## config.mk

```make
export PLATFORM = sky130hd
export DESIGN_NAME = mod_unit_32bit
export DESIGN_NICKNAME = d
export VERILOG_FILES = /design/src/rtl/mod_unit_32bit.sv
export SDC_FILE = /design/constraint.sdc
export NUM_CORES = 1
export LEC_CHECK = 0
export CORE_MARGIN = 8
export CORE_UTILIZATION = 52
export DETAILED_ROUTE_END_ITERATION = 8
export PLACE_DENSITY = 0.76
export SYNTH_ARGS = -nofsm -noshare
export SYNTH_HDL_FRONTEND = slang
export SYNTH_SLANG_ARGS = --single-unit
```

## constraint.sdc

```tcl
create_clock -name clk -period 9.83 [get_ports clk]
set_input_delay 0.983 -clock clk [delete_from_list [all_inputs] [get_ports clk]]
set_output_delay 0.983 -clock clk [all_outputs]
set_load 0.02 [all_outputs]
```

## src/rtl/mod_unit_32bit.sv

```systemverilog
// 32-bit unsigned divider/modulo unit: restoring division, one quotient bit per cycle.
// Divide-by-zero short-circuits to remainder=a, quotient=all ones, dz=1.
module mod_unit_32bit (
    input  logic        clk,
    input  logic        reset,
    input  logic        start,
    input  logic [31:0] a,
    input  logic [31:0] b,
    output logic [31:0] remainder,
    output logic [31:0] quotient,
    output logic        done,
    output logic        busy,
    output logic        dz
);

    typedef enum logic [1:0] {IDLE, RUN, DONE} state_t;

    state_t      state, state_nx;
    logic [4:0]  cnt;
    logic [31:0] d, bq;
    logic [32:0] r;
    logic [32:0] t, diff, r_nx;
    logic [31:0] d_nx;
    logic        ge;

    // A set bit shifted out of R means T already exceeds any 32-bit divisor.
    assign t    = {r[31:0], d[31]};
    assign diff = t - {1'b0, bq};
    assign ge   = r[32] | (t >= {1'b0, bq});
    assign r_nx = ge ? diff : t;
    assign d_nx = {d[30:0], ge};

    assign done = (state == DONE);
    assign busy = (state == RUN);

    always_comb begin
        state_nx = state;
        case (state)
            IDLE:    if (start) state_nx = (b == 32'd0) ? DONE : RUN;
            RUN:     if (cnt == 5'd31) state_nx = DONE;
            DONE:    state_nx = IDLE;
            default: state_nx = IDLE;
        endcase
    end

    always_ff @(posedge clk or posedge reset) begin
        if (reset) state <= IDLE;
        else       state <= state_nx;
    end

    always_ff @(posedge clk or posedge reset) begin
        if (reset) begin
            cnt       <= 5'd0;
            d         <= 32'd0;
            bq        <= 32'd0;
            r         <= 33'd0;
            remainder <= 32'd0;
            quotient  <= 32'd0;
            dz        <= 1'b0;
        end else begin
            case (state)
                IDLE: begin
                    if (start) begin
                        if (b == 32'd0) begin
                            remainder <= a;
                            quotient  <= 32'hFFFF_FFFF;
                            dz        <= 1'b1;
                        end else begin
                            d   <= a;
                            bq  <= b;
                            r   <= 33'd0;
                            cnt <= 5'd0;
                        end
                    end
                end
                RUN: begin
                    r   <= r_nx;
                    d   <= d_nx;
                    cnt <= cnt + 5'd1;
                    if (cnt == 5'd31) begin
                        remainder <= r_nx[31:0];
                        quotient  <= d_nx;
                        dz        <= 1'b0;
                    end
                end
                default: ;
            endcase
        end
    end

endmodule

```

# Word-level counts from Yosys, hierarchy flattened
# Cells that the tools add are included.
# totals
out_inout_bits	67
register_bits	169
in_bits	67
# op_classes
bitwise	2
mux	26
n_reduce_logical	7
magnitude_cmp	1
n_eq_ne	7
addsub	2
# ops
cell	n
two-way mux 32 bit	8
one-hot mux 32 bit (2 select lines)	3
two-way mux 33 bit	3
one-hot mux 33 bit (2 select lines)	1
>= comparator 33 x 32 -> 1 bit	1
subtractor 33 x 32 -> 33 bit	1
logical NOT 32 bit	1
two-way mux 5 bit	2
one-hot mux 5 bit (2 select lines)	1
two-way mux 2 bit	3
!= test 2 bit, second input constant	3
AND reduction 3 bit	2
adder 5 x 1 -> 5 bit, second input constant	1
equality test 5 bit, second input constant	1
one-hot mux 2 bit (2 select lines)	1
AND reduction 4 bit	1
two-way mux 1 bit	3
equality test 2 x 1 -> 1 bit, second input constant	1
equality test 2 bit, second input constant	1
logical NOT 2 bit	1
!= test 2 x 1 -> 1 bit, second input constant	1
one-hot mux 1 bit (2 select lines)	1
AND reduction 2 bit	1
nonzero test 2 bit	1
other kinds (2)	2

# Logic depth before layout (Yosys ltp)
# Gate-level depths: netlist (run 1).
# depth
word_depth	5
depth_mapped	13
depth_no_buf	12

# Worst setup path after synthesis (run 1)
# OpenSTA, ideal clock, no wires.
# synth_path
kind	input to register
from	input port b[25]
to	register bq[10]
path_buffers	2
slack_ns	7.021
t_arrival_ns	2.684
setup_time_ns	0.125
cell_stages	7
t_required_ns	9.705
path_cell_list	nor4_1 nand4_1 o21ai_0 or3_1 clkbuf_1 buf_1 mux2_2
# synth_via
elab_chain_len	3
# synth_rtl
item	line	source
from (decl)	8	input logic [31:0] b,
logical NOT 32 bit	64	if (b == 32'd0) begin
NOT 1 bit (no source line)	n/a	
AND reduction 3 bit (no source line)	n/a	
to (signal assigned)	55	bq <= 32'd0;
to (signal assigned)	70	bq <= b;
to (decl)	20	logic [31:0] d, bq;
# Every way passes these cells.
# A chain may end at the register's enable or synchronous reset.

# Final worst setup path (run 1)
# layout_path
from	input port b[4]
to	register remainder[28]
# layout_via
elab_chain_len	3
# layout_rtl
item	line	source
logical NOT 32 bit	64	
!= test 2 bit (no source line)	n/a	
AND reduction 4 bit (no source line)	n/a	
to (signal assigned)	81	remainder <= r_nx[31:0];
to (decl)	9	output logic [31:0] remainder,
# Every way passes these cells.

==> run_results.csv, run 1 <==
group,metric,value,unit
synth,netlist_top_cells_count,"nand2_1 (192), dfrtp_1 (169), o21ai_0 (84)",
critical_path,startpoint_type,"input pin",
die,start_util,0.529,
placed_design,place_hpwl,17.2,mm
finish,nets,1188,
pwr,powerDensity,416,mW/mm^2
sta,fin_crit_sh,0.420,
synth,yosysMostFrequentCell,"nand2_1",
placed_design,io_buffers,133,
placed_design,routabilityCongestion,0.926,
critical_path,critPathMaxFanout,68,
grt,grt_pass1_vias,7170,
critical_path,arrival,4.44,ns
synth,ys_types,66,
synth,syn_nets,1086,
drt,wl_per_cell,17.8,um
sta,setup_viol,0,
sta,hold_slack,0.464,ns
status,outcome,"finished clean",
critical_path,crit_slowest_cell,"buf_4",
synth,ys_top_cells_by_area,"dfrtp_1 (46%), nand2_1 (7.9%), ha_1 (4.7%)",
pwr,ir_drop,0.000180,V
die,die_area,0.0220,sq mm
die,die_w,148,um
drt,first_pass_iters,7,
die,pin_count,134,
grt,antenna_found_initial,0,
die,fp.dieH,148,um
critical_path,cp.required,10.14,ns
clock_network,post_cts_buffers,0,
sta,fmax,242,MHz
clock_network,htreeDepth,4,
drt,wl,23.6,mm
finish,area_growth,22.4,%
synth,async_flop_share,1.00,
finish,drive_above_1_share,0.0801,
sta,clock_skew,0.0169,ns
synth,synth_warnings,0,
clock_network,cts_buffer_depth,2,
drt,vias,7588,
synth,synth_edf_count,0,
die,core_region_area,0.0172,sq mm
pwr,power_leakage,0.00484,uW
sta,relSlewSlack,0.281,
synth,syn_avg_cell_area,9.26,sq um
synth,synth.top_cell.area_share,0.464,
clock_network,cts_tree,"done",
synth,syn_inst,984,
sta,final_max_slew_viol_count,0,
sta,rsz0062_at_grt,"false",
sta,hold_violations,0,
clock_network,cts.root.buffer_cell,"clkbuf_16",
synth,synth_area,0.00911,sq mm
clock_network,clk_pin_slew,0.07,ns
drt,drtIter0Drc,650,
clock_network,clkLatencyLatePin,0.44,ns
sta,tns,0,ns
drt,via_per_inst,5.73,
grt,gr-usage-all-layers,0.216,
finish,n_antenna_cell,0,
synth,yosysTopAreaCell,"dfrtp_1",
drt,drc,0,
critical_path,criticalPathCategory,"in2reg",
clock_network,cts_resized,0,
clock_network,cts_hold_buf,0,
grt,grt_pass1_wl,37.9,mm
grt,grt-ovfl-total,0,
job,cap_viol_max_count,0,
critical_path,crit_path_end_kind,"flop",
synth,synthFlopType,"dfrtp_1",
sta,worstMarginPinSlew,1.08,ns
synth,ys_seq_area_frac,0.464,
min_path,hold_class,"reg2reg",
clock_network,clock_sinks,169,
critical_path,max_stage_delay,0.53,ns
synth,ys_seq_elements,169,
die,rows,48,
grt,grt_max_degree,115,
critical_path,path_cells,"clkdlybuf4s50_1 -> nor4_1 -> nand4_1 -> nor2_1 -> nand3_1 -> a21o_1 -> buf_4 -> inv_2 -> buf_4 -> nand2_1 -> a21oi_1 -> a21oi_1",
sta,finalCriticalPeriod,4.13,ns
clock_network,numCtsBuffers,17,
drt,ant_nets,0,
-- report_power, final --
part | leakage [uW] | switching (uW) | total (uW) | internal (uW)
registers | 0.00201 | 221 | 1240 | 1020
logic | 0.00256 | 1630 | 2730 | 1110
clock network | 0.000275 | 285 | 670 | 384
-- layout make-up --
type,count,area (sq um)
flip-flops and latches,169,4230
clock buffers,20,447
repair buffers,142,1400
multi-input cells,712,4480
well taps,225,282
inverters,44,170
fillers,1450,6090
clock inverters,12,141
-- final timing paths --
kind | start | endpoint | slack [ns] | cells past startpoint
setup / recovery | b[4] | remainder[28] | 5.70 | 12
hold / removal | quotient[11] | quotient[11] | 0.46 | 2
max in group asynchronous | reset | r[0] | 7.30 | 3
setup reg to reg | bq[1] | remainder[13] | 6.16 | 12
hold reg to reg | quotient[11] | quotient[11] | 0.46 | 2
min in group asynchronous | reset | quotient[29] | 1.08 | 2
-- cell families after synthesis --
kind of cell | share of synthesized area
AO/OA/AOI/OAI | 0.195
XOR/XNOR | 0.0269
adder cells (fa/ha/maj) | 0.0489
buffers and inverters | 0.0457
flip-flops | 0.464
multiplexers | 0.0684
AND/OR/NAND/NOR | 0.150
-- flip-flops by register name, indices dropped and copies added (netlist names) --
name	flops
dz	1
cnt	5
state	2
r	33
quotient	32
remainder	32
bq	32
d	32
-- metrics by stage --
stage | std cells | setup slack (ns) | utilization | instance area, sq um | power, uW
floorplan | 984 | 4.27 | - | 9110 | 3170
global placement | 1292 | 5.43 | 0.613 | 10600 | 3890
detailed placement | 1292 | 5.33 | 0.613 | 10600 | 3940
CTS | 1324 | 5.77 | 0.647 | 11200 | 4630
global route | 1324 | 5.51 | 0.647 | 11200 | 4980
finish | 1324 | 5.70 | 0.647 | 11200 | 4640
-- worst max-delay path, delay by kind of cell --
family / cells / cell delay, ns
AOI/OAI and AO/OA: 3 / 0.50
buffers and inverters: 4 / 1.49
and+or+nand+nor: 5 / 1.41
-- per-layer routing --
| layer | GRT usage | part of all wire | up-vias |
|---|---|---|---|
| met2 | 0.322 | 0.44 | 236 |
| li1 | - | - | 3693 |
| met4 | 0.0699 | 0.020 | 0 |
| met5 | 0 | 0 | - |
| met3 | 0.0416 | 0.057 | 27 |
| met1 | 0.309 | 0.48 | 3632 |
-- cell usage in the layout, fill, tap and decap left out, drive strengths merged, types with 6 or more instances in the layout --
cell and instances:
a211oi 8, a21o 9, a21oi 41, a31oi 41
buf 9, clkbuf 20, clkdlybuf4s50 133, dfrtp 169
ha 34, inv 47, mux2 34, mux2i 24
nand2 192, nand4 12, nor2 61, nor2b 6
nor3 11, nor4 11, o211ai 23, o21a 24
o21ai 85, o221ai 6, or3 6, xnor2 17
xor2 11
No activity file was read; power rests on OpenSTA's default activity.
==> run 2: changes to the inputs <==
clock period = 4.1 ns   (was 9.83 ns; I/O delays follow)
==> run 2 against run 1 <==
  * Sequential power rose by 140%
  * First-iteration DRC count shrank 2.9%
  * Worst setup slack lost 4.8 ns
  * Hold slack lost 0.0012 ns
  * Register-to-register slack got worse by 5.3 ns
  * Sequential cell count unchanged
  * Sequential share of layout area about the same
  * Critical path depth down 1
  * Non-clock buffer count up 1
  * Count of clock-buffer cells in the layout is 1 higher
  * Global-route usage is 0.15 points higher
  * Critical endpoint is now remainder[13]
==> run_results.csv, run 2 (synthesis gave the netlist of run 1 again) <==
group,metric,value,unit
clock_network,cts_resized,0,
drt,drc,0,
sta,hold_violations,0,
drt,wl,24.0,mm
pwr,power_leakage,0.00484,uW
critical_path,crit_buf_inv,1,
finish,drive_above_1_share,0.0775,
finish,final_cell_mix,"nand2_1 (192), dfrtp_1 (169), clkdlybuf4s50_1 (133)",
sta,tns,0,ns
finish,multiInputGateArea,0.00448,sq mm
sta,hold_slack,0.462,ns
critical_path,criticalPathCategory,"reg2reg",
pwr,ir_drop,0.000476,V
finish,nets,1189,
critical_path,path_cells,"ha_1 -> and4_1 -> o2111a_1 -> a31oi_2 -> and2_4 -> o211ai_4 -> a21oi_4 -> buf_12 -> mux2i_1 -> o211ai_1 -> o21a_1",
die,rows,48,
grt,grt_max_degree,170,
clock_network,clk_pin_slew,0.06,ns
die,start_util,0.529,
grt,gr-usage-all-layers,0.217,
critical_path,max_stage_delay,0.44,ns
sta,setup_viol,0,
pwr,pwr-share-clk,0.134,
critical_path,critPathMaxFanout,45,
sta,setup_slack,0.897,ns
grt,antenna_found_initial,0,
finish,area_growth,22.3,%
clock_network,clock_sinks,169,
sta,relSlewSlack,0.401,
die,die_area,0.0220,sq mm
placed_design,dp_worst_setup_slack,0.834,ns
critical_path,crit_path_end_kind,"flop",
finish,n_antenna_cell,0,
sta,finalCriticalPeriod,3.20,ns
critical_path,crit_slowest_cell,"mux2i_1",
finish,ff_latch_area,0.00423,sq mm
die,fp.dieH,148,um
sta,fmax,312,MHz
sta,fin_crit_sh,0.781,
clock_network,htreeDepth,4,
pwr,powerDensity,995,mW/mm^2
critical_path,startpoint_type,"flop",
die,die_w,148,um
finish,largest_register_ffs,33,
placed_design,routabilityCongestion,0.889,
drt,first_pass_iters,5,
grt,grt_pass1_vias,7229,
grt,grt-ovfl-total,0,
drt,via_per_inst,5.78,
finish,top_register,"r",
placed_design,io_buffers,133,
die,pin_count,134,
clock_network,clkLatencyLatePin,0.43,ns
min_path,hold_class,"reg2reg",
drt,ant_nets,0,
finish,final_common_cell,"nand2_1",
sta,clock_skew,0.00915,ns
clock_network,cts_buffer_depth,2,
grt,grt_pass1_wl,38.4,mm
drt,drtIter0Drc,631,
critical_path,cp.required,4.41,ns
clock_network,cts_hold_buf,0,
die,core_region_area,0.0172,sq mm
clock_network,cts.root.buffer_cell,"clkbuf_16",
job,cap_viol_max_count,0,
clock_network,post_cts_buffers,0,
finish,fill_cells,1398,
clock_network,numCtsBuffers,17,
sta,worstMarginPinSlew,0.899,ns
pwr,seqPwrFrac,0.266,
drt,wl_per_cell,18.2,um
drt,vias,7635,
pwr,internal_power,5970,uW
status,outcome,"finished clean",
sta,final_max_slew_viol_count,0,
clock_network,cts_tree,"done",
sta,rsz0062_at_grt,"false",
pwr,switchingPower,5120,uW
critical_path,worst_path_dominant_cell_family,"compound AO/OA/AOI/OAI gates",
critical_path,arrival,3.52,ns
pwr,p_comb_frac,0.600,
pwr,swShare,0.462,
placed_design,place_hpwl,17.3,mm
[run 2: cell types whose count changed in the layout (fill, tap and decap cells not counted), sizes merged]
cell	before	now
clkbuf	20	21
bufinv	2	1
clkinvlp	4	2
inv	47	44
buf	9	10
clkinv	3	5
[run 2: tightest hold or removal path: stages, from the launching register on]
cell and delay (ns):
dfrtp_1 0.34, nand2_1 0.05, nand2_1 0.05
[run 2: area by class of cell]
cell class | count | share of cell area
clock buffers | 21 | 0.0404
clock inverters | 8 | 0.00674
inverters | 44 | 0.0152
multi-input cells | 712 | 0.402
flip-flops and latches | 169 | 0.379
well taps | 225 | 0.0253
repair buffers | 143 | 0.131
[run 2: per-layer routing]
metal	global-route usage	vias up	wire [um]
met4	0.0546	0	249
met5	0	-	0
met3	0.0371	18	1490
met1	0.313	3696	11300
li1	-	3679	-
met2	0.333	242	10900
[run 2: stage by stage]
stage          cells   util  area, sq um  total power (uW)
2_1_floorplan    984      -         9110              7610
3_3_place_gp    1293  0.616        10600              9360
3_5_place_dp    1293  0.616        10600              9510
4_1_cts         1322  0.647        11100             11000
5_1_grt         1322  0.647        11100             11900
6_report        1322  0.647        11100             11100
[run 2: worst paths after layout]
check,start,end,slack [ns],cells past startpoint
max,r[6],remainder[13],0.90,11
min,quotient[28],quotient[28],0.46,2
max reg2reg,r[6],remainder[13],0.90,11
min reg2reg,quotient[28],quotient[28],0.46,2
max in group asynchronous,reset,r[9],2.84,3
min in group asynchronous,reset,quotient[30],0.59,3
[run 2: power groups by stage]
stage               sequential [uW]  clock [uW]  combinational, uW
floorplan                      3030           0               4580
global placement               2940           0               6410
detailed placement             2970           0               6540
CTS                            2950        1500               6590
global route                   3050        1570               7270
finish                         2950        1490               6650
==> patch 1 (config.mk and constraints of run 2) <==
Reset style: synchronous (`reset`), changed in 2 clocked blocks.
--- a/src/rtl/mod_unit_32bit.sv
+++ b/src/rtl/mod_unit_32bit.sv
@@ -43,12 +43,12 @@
         endcase
     end
 
-    always_ff @(posedge clk or posedge reset) begin
+    always_ff @(posedge clk) begin
         if (reset) state <= IDLE;
         else       state <= state_nx;
     end
 
-    always_ff @(posedge clk or posedge reset) begin
+    always_ff @(posedge clk) begin
         if (reset) begin
             cnt       <= 5'd0;
             d         <= 32'd0;
Formal check against the unedited RTL: differs if reset is asserted again (counterexample within 4 cycles, from zero or initial values and one cycle with reset high); with reset held inactive, the same outputs for 4 cycles.
==> patch 1 against run 2 <==
Die area decreased by 4.5%. Area after synthesis is 5.1% lower. Sequential cell count unchanged. Total power is 37% lower. Global-route usage increased by 2.4 points. Combinational power fell by 49%. Cell count grew 8.9%. Setup slack worse by 0.24 ns. Sequential power down 35%. Non-clock buffer count increased by 8. Wire length is 6.9% higher. Critical path type unchanged. Cell area is 3.7% lower.
==> patch 1: results <==
[run_status]
status = "complete, no violations"

[worst_setup_path]
slowest_delay_ns = 0.63
slowest_stage = "a2111oi_0"
critPathLaunch = "bq[12]$_SDFFE_PP0P_"
crit_fanout = 8
cp.arrival_ns = 3.74

[synthesis]
yosys-top-cells-count = "nand2_1, dfxtp_1, nor2_1"
ys.flop_type = "dfxtp_1"
synthAdderAreaFrac_pct = 5.15
synth_xor_area_share_pct = 2.84
avgSynthCellArea_um2 = 7.76
syn_nets = 1217
synthMuxAreaShare_pct = 2.53
async_reset_ff_share_pct = 0
synth_cell_types = 62
syn_area_um2 = 8650
synth_compound_gate_area_share_pct = 21.4

[final_layout]
nClkBuffers = 18
multi_input_area_share_pct = 44.6
bufAreaShareNonClock_pct = 13.9
final_nets = 1309
layout-drive-gt1-share_pct = 6.64
inverters_excl_clock = 48
buffers = 151
n_fill_cell = 1463
clkCellAreaFrac_pct = 5.76
multi_input_area_um2 = 4790

[global_route]
grt_max_degree = 73
grt_first_pass_wirelength_um = 42400
grt_pass1_vias = 7928
met2_usage_pct = 36.8
grtUsageMet3_pct = 4.63
grt_usage_pct = 24.1

[min_path]
hold_path_class = "in -> reg"
min-delay-start = "reset"

[floorplan]
start_util_pct = 52.7

[detailed_routing]
m1WireLength_um = 12000
route.met2.wl_um = 11500
vias_per_cell = 5.83
vias = 8396
first_iter_violations = 717
wirelength_um = 25700
met3_wirelength_um = 1740

[placed_design]
preCtsSetupSlack_ns = 0.655
hpwlAfterDp_um = 18500
gp_congestion = 0.923

[power_and_ir_drop]
irDropWorstVdd_mv = 0.542
leakagePower_nw = 4.05

[timing]
slew_headroom_pct = 46.9
clock_skew_ns = 0.00882
## patch 1: cell types whose count changed after synthesis, moves of 22 or more
cell / run 2 / this run
a311oi_1: 0 / 51
o21a_1: 24 / 2
nor3_1: 11 / 75
a21oi_1: 40 / 89
a31oi_1: 40 / 8
dfxtp_1: 0 / 169
dfrtp_1: 169 / 0
nor2_1: 61 / 127
o21ai_0: 84 / 36
## patch 1: path summary, 6_finish.rpt
path                            cells after the start  slack, ns                         end
worst max-delay path                               12       0.66  remainder[27]$_SDFFE_PP0P_
worst min-delay path                                2       0.38         cnt[4]$_SDFFE_PP0P_
worst max register to register                     12       0.66  remainder[27]$_SDFFE_PP0P_
worst min register to register                      2       0.45         bq[17]$_SDFFE_PP0P_
## patch 1: power breakdown
| group | switching [mW] | internal, mW | total, mW |
|---|---|---|---|
| combinational | 1.94 | 1.43 | 3.37 |
| sequential | 0.135 | 1.77 | 1.91 |
| clock | 0.751 | 0.944 | 1.69 |
| total | 2.83 | 4.14 | 6.97 |
==> patch 2 (settings of run 2) <==
Without the edit above. The 3 states of `state_t` get a one-hot encoding in 3 bits.
--- a/src/rtl/mod_unit_32bit.sv
+++ b/src/rtl/mod_unit_32bit.sv
@@ -13,7 +13,7 @@
     output logic        dz
 );
 
-    typedef enum logic [1:0] {IDLE, RUN, DONE} state_t;
+    typedef enum logic [2:0] {IDLE = 3'b001, RUN = 3'b010, DONE = 3'b100} state_t;
 
     state_t      state, state_nx;
     logic [4:0]  cnt;
Behaviour: same outputs for any inputs over 10 cycles, from zero or initial values and one cycle with reset high; not proved beyond that.
==> patch 2 against run 2 <==
Cell area is 0.35% lower. Sequential power is 17% lower. Total power is 30% lower. Wire length is 1.1% lower. Sequential cell count is 1 higher. Area after synthesis is 0.69% lower. Hold slack better by 0.011 ns. Largest power group unchanged. First-iteration DRC count is 9.0% lower. Setup slack worse by 0.20 ns.
==> patch 2: results <==
[run_status]
status = "complete, no violations"

[power_and_ir_drop]
pwr-share-seq_pct = 31.8
leakagePower_nw = 5.04
sequentialPower_mw = 2.46
irDropWorstVdd_mv = 0.415
combPwrFrac_pct = 48.0
p_int_mw = 4.42

[synthesis]
ys_seq_area_share_pct = 47.0
synthMuxAreaShare_pct = 5.53
synth_xor_area_share_pct = 3.00
async_reset_ff_share_pct = 100
ys_warn_count = 0
synth_compound_gate_area_share_pct = 18.8
syn_nets = 1097
yosys-top-cells-count = "dfrtp_1, nand2_1, nor2_1"
synth_cell_types = 66
synth_edf_count = 0
synth_area_leaders = "dfrtp_1, nand2_1, ha_1, o21ai_0, nor2_1"
synthAdderAreaFrac_pct = 4.92

[placed_design]
preCtsSetupSlack_ns = 0.467
port_buffers = 133
gp_congestion = 0.897
hpwlAfterDp_um = 17300

[final_layout]
antennaDiodeCount = 0
top_register = "r"
largest_reg_flops = 33
final_nets = 1198
layout-drive-gt1-share_pct = 9.11

[global_route]
antenna_found_initial = 0
grt_usage_pct = 22.0
grt_first_pass_wirelength_um = 38700
grt.met1_usage_pct = 32.3
grt_pass1_vias = 7271
met2_usage_pct = 32.5
grt_max_degree = 94
grtUsageMet3_pct = 3.30

[clock_network]
cts_buffers = 17
htreeDepth = 4
clockBufferDepth = 2
clkTransAtPathRegs_ns = 0.07
cts_root_buf = "clkbuf_16"
ctsHoldBuffers = 0

[worst_setup_path]
rr_worst_depth = 10
cp.arrival_ns = 3.69
r2r-start = "r[13]$_DFFE_PP0P_"
crit_fanout = 23
slowest_stage = "o21ai_4"
r2r_slack_ns = 0.70
slowest_delay_ns = 0.60
endpoint = "r[4]$_DFFE_PP0P_"

[min_path]
hold_path_class = "in -> async"

[detailed_routing]
wirelength_um = 23800
vias_per_cell = 5.70
first_iter_violations = 574
dr.pass1.iters = 5

[timing]
setup_viol = 0
fin_crit_sh_pct = 82.9
slew_headroom_pct = 43.2
clock_skew_ns = 0.0103
patch 2: cell types whose count changed after synthesis, sizes merged, moves of 22 or more:
cell,change
nor2,+40
nand2,-62
o21a,-22
a21oi,+26
a31oi,-30
o21ai,+31
o22ai,+29
patch 2: cell type report:
| cell class | count | area (um2) |
|---|---|---|
| Inverter | 44 | 169 |
| Fill cell | 1458 | 6070 |
| Clock buffer | 17 | 425 |
| Clock inverter | 15 | 140 |
| Sequential cell | 170 | 4260 |
| Timing Repair Buffer | 147 | 1470 |
| Multi-Input combinational cell | 716 | 4360 |
| Tap cell | 225 | 282 |
patch 2: how the worst min path moves through the flow:
stage / from / to / slack (ns) / depth (start not counted)
2_1_floorplan: r[1]$_DFFE_PP0P_ / r[1]$_DFFE_PP0P_ / 0.47 / 2
3_3_place_gp: quotient[19]$_DFFE_PP0P_ / quotient[19]$_DFFE_PP0P_ / 0.46 / 2
3_5_place_dp: quotient[19]$_DFFE_PP0P_ / quotient[19]$_DFFE_PP0P_ / 0.46 / 2
4_1_cts: quotient[19]$_DFFE_PP0P_ / quotient[19]$_DFFE_PP0P_ / 0.48 / 2
5_1_grt: quotient[17]$_DFFE_PP0P_ / quotient[17]$_DFFE_PP0P_ / 0.50 / 2
6_report: reset / quotient[6]$_DFFE_PP0P_ / 0.47 / 2
patch 2: routing by layer:
| metal | vias to the layer above | routed length (um) |
|---|---|---|
| met5 | - | 0 |
| met4 | 0 | 423 |
| met3 | 27 | 1460 |
| met2 | 250 | 10500 |
| met1 | 3637 | 11400 |
| li1 | 3689 | - |
patch 2: metrics by stage:
stage          area, um2  std cells  util, %
2_1_floorplan       9050        995        -
5_1_grt            11100       1334     64.7
3_3_place_gp       10500       1302     61.4
3_5_place_dp       10500       1302     61.4
4_1_cts            11100       1334     64.7
6_report           11100       1334     64.7
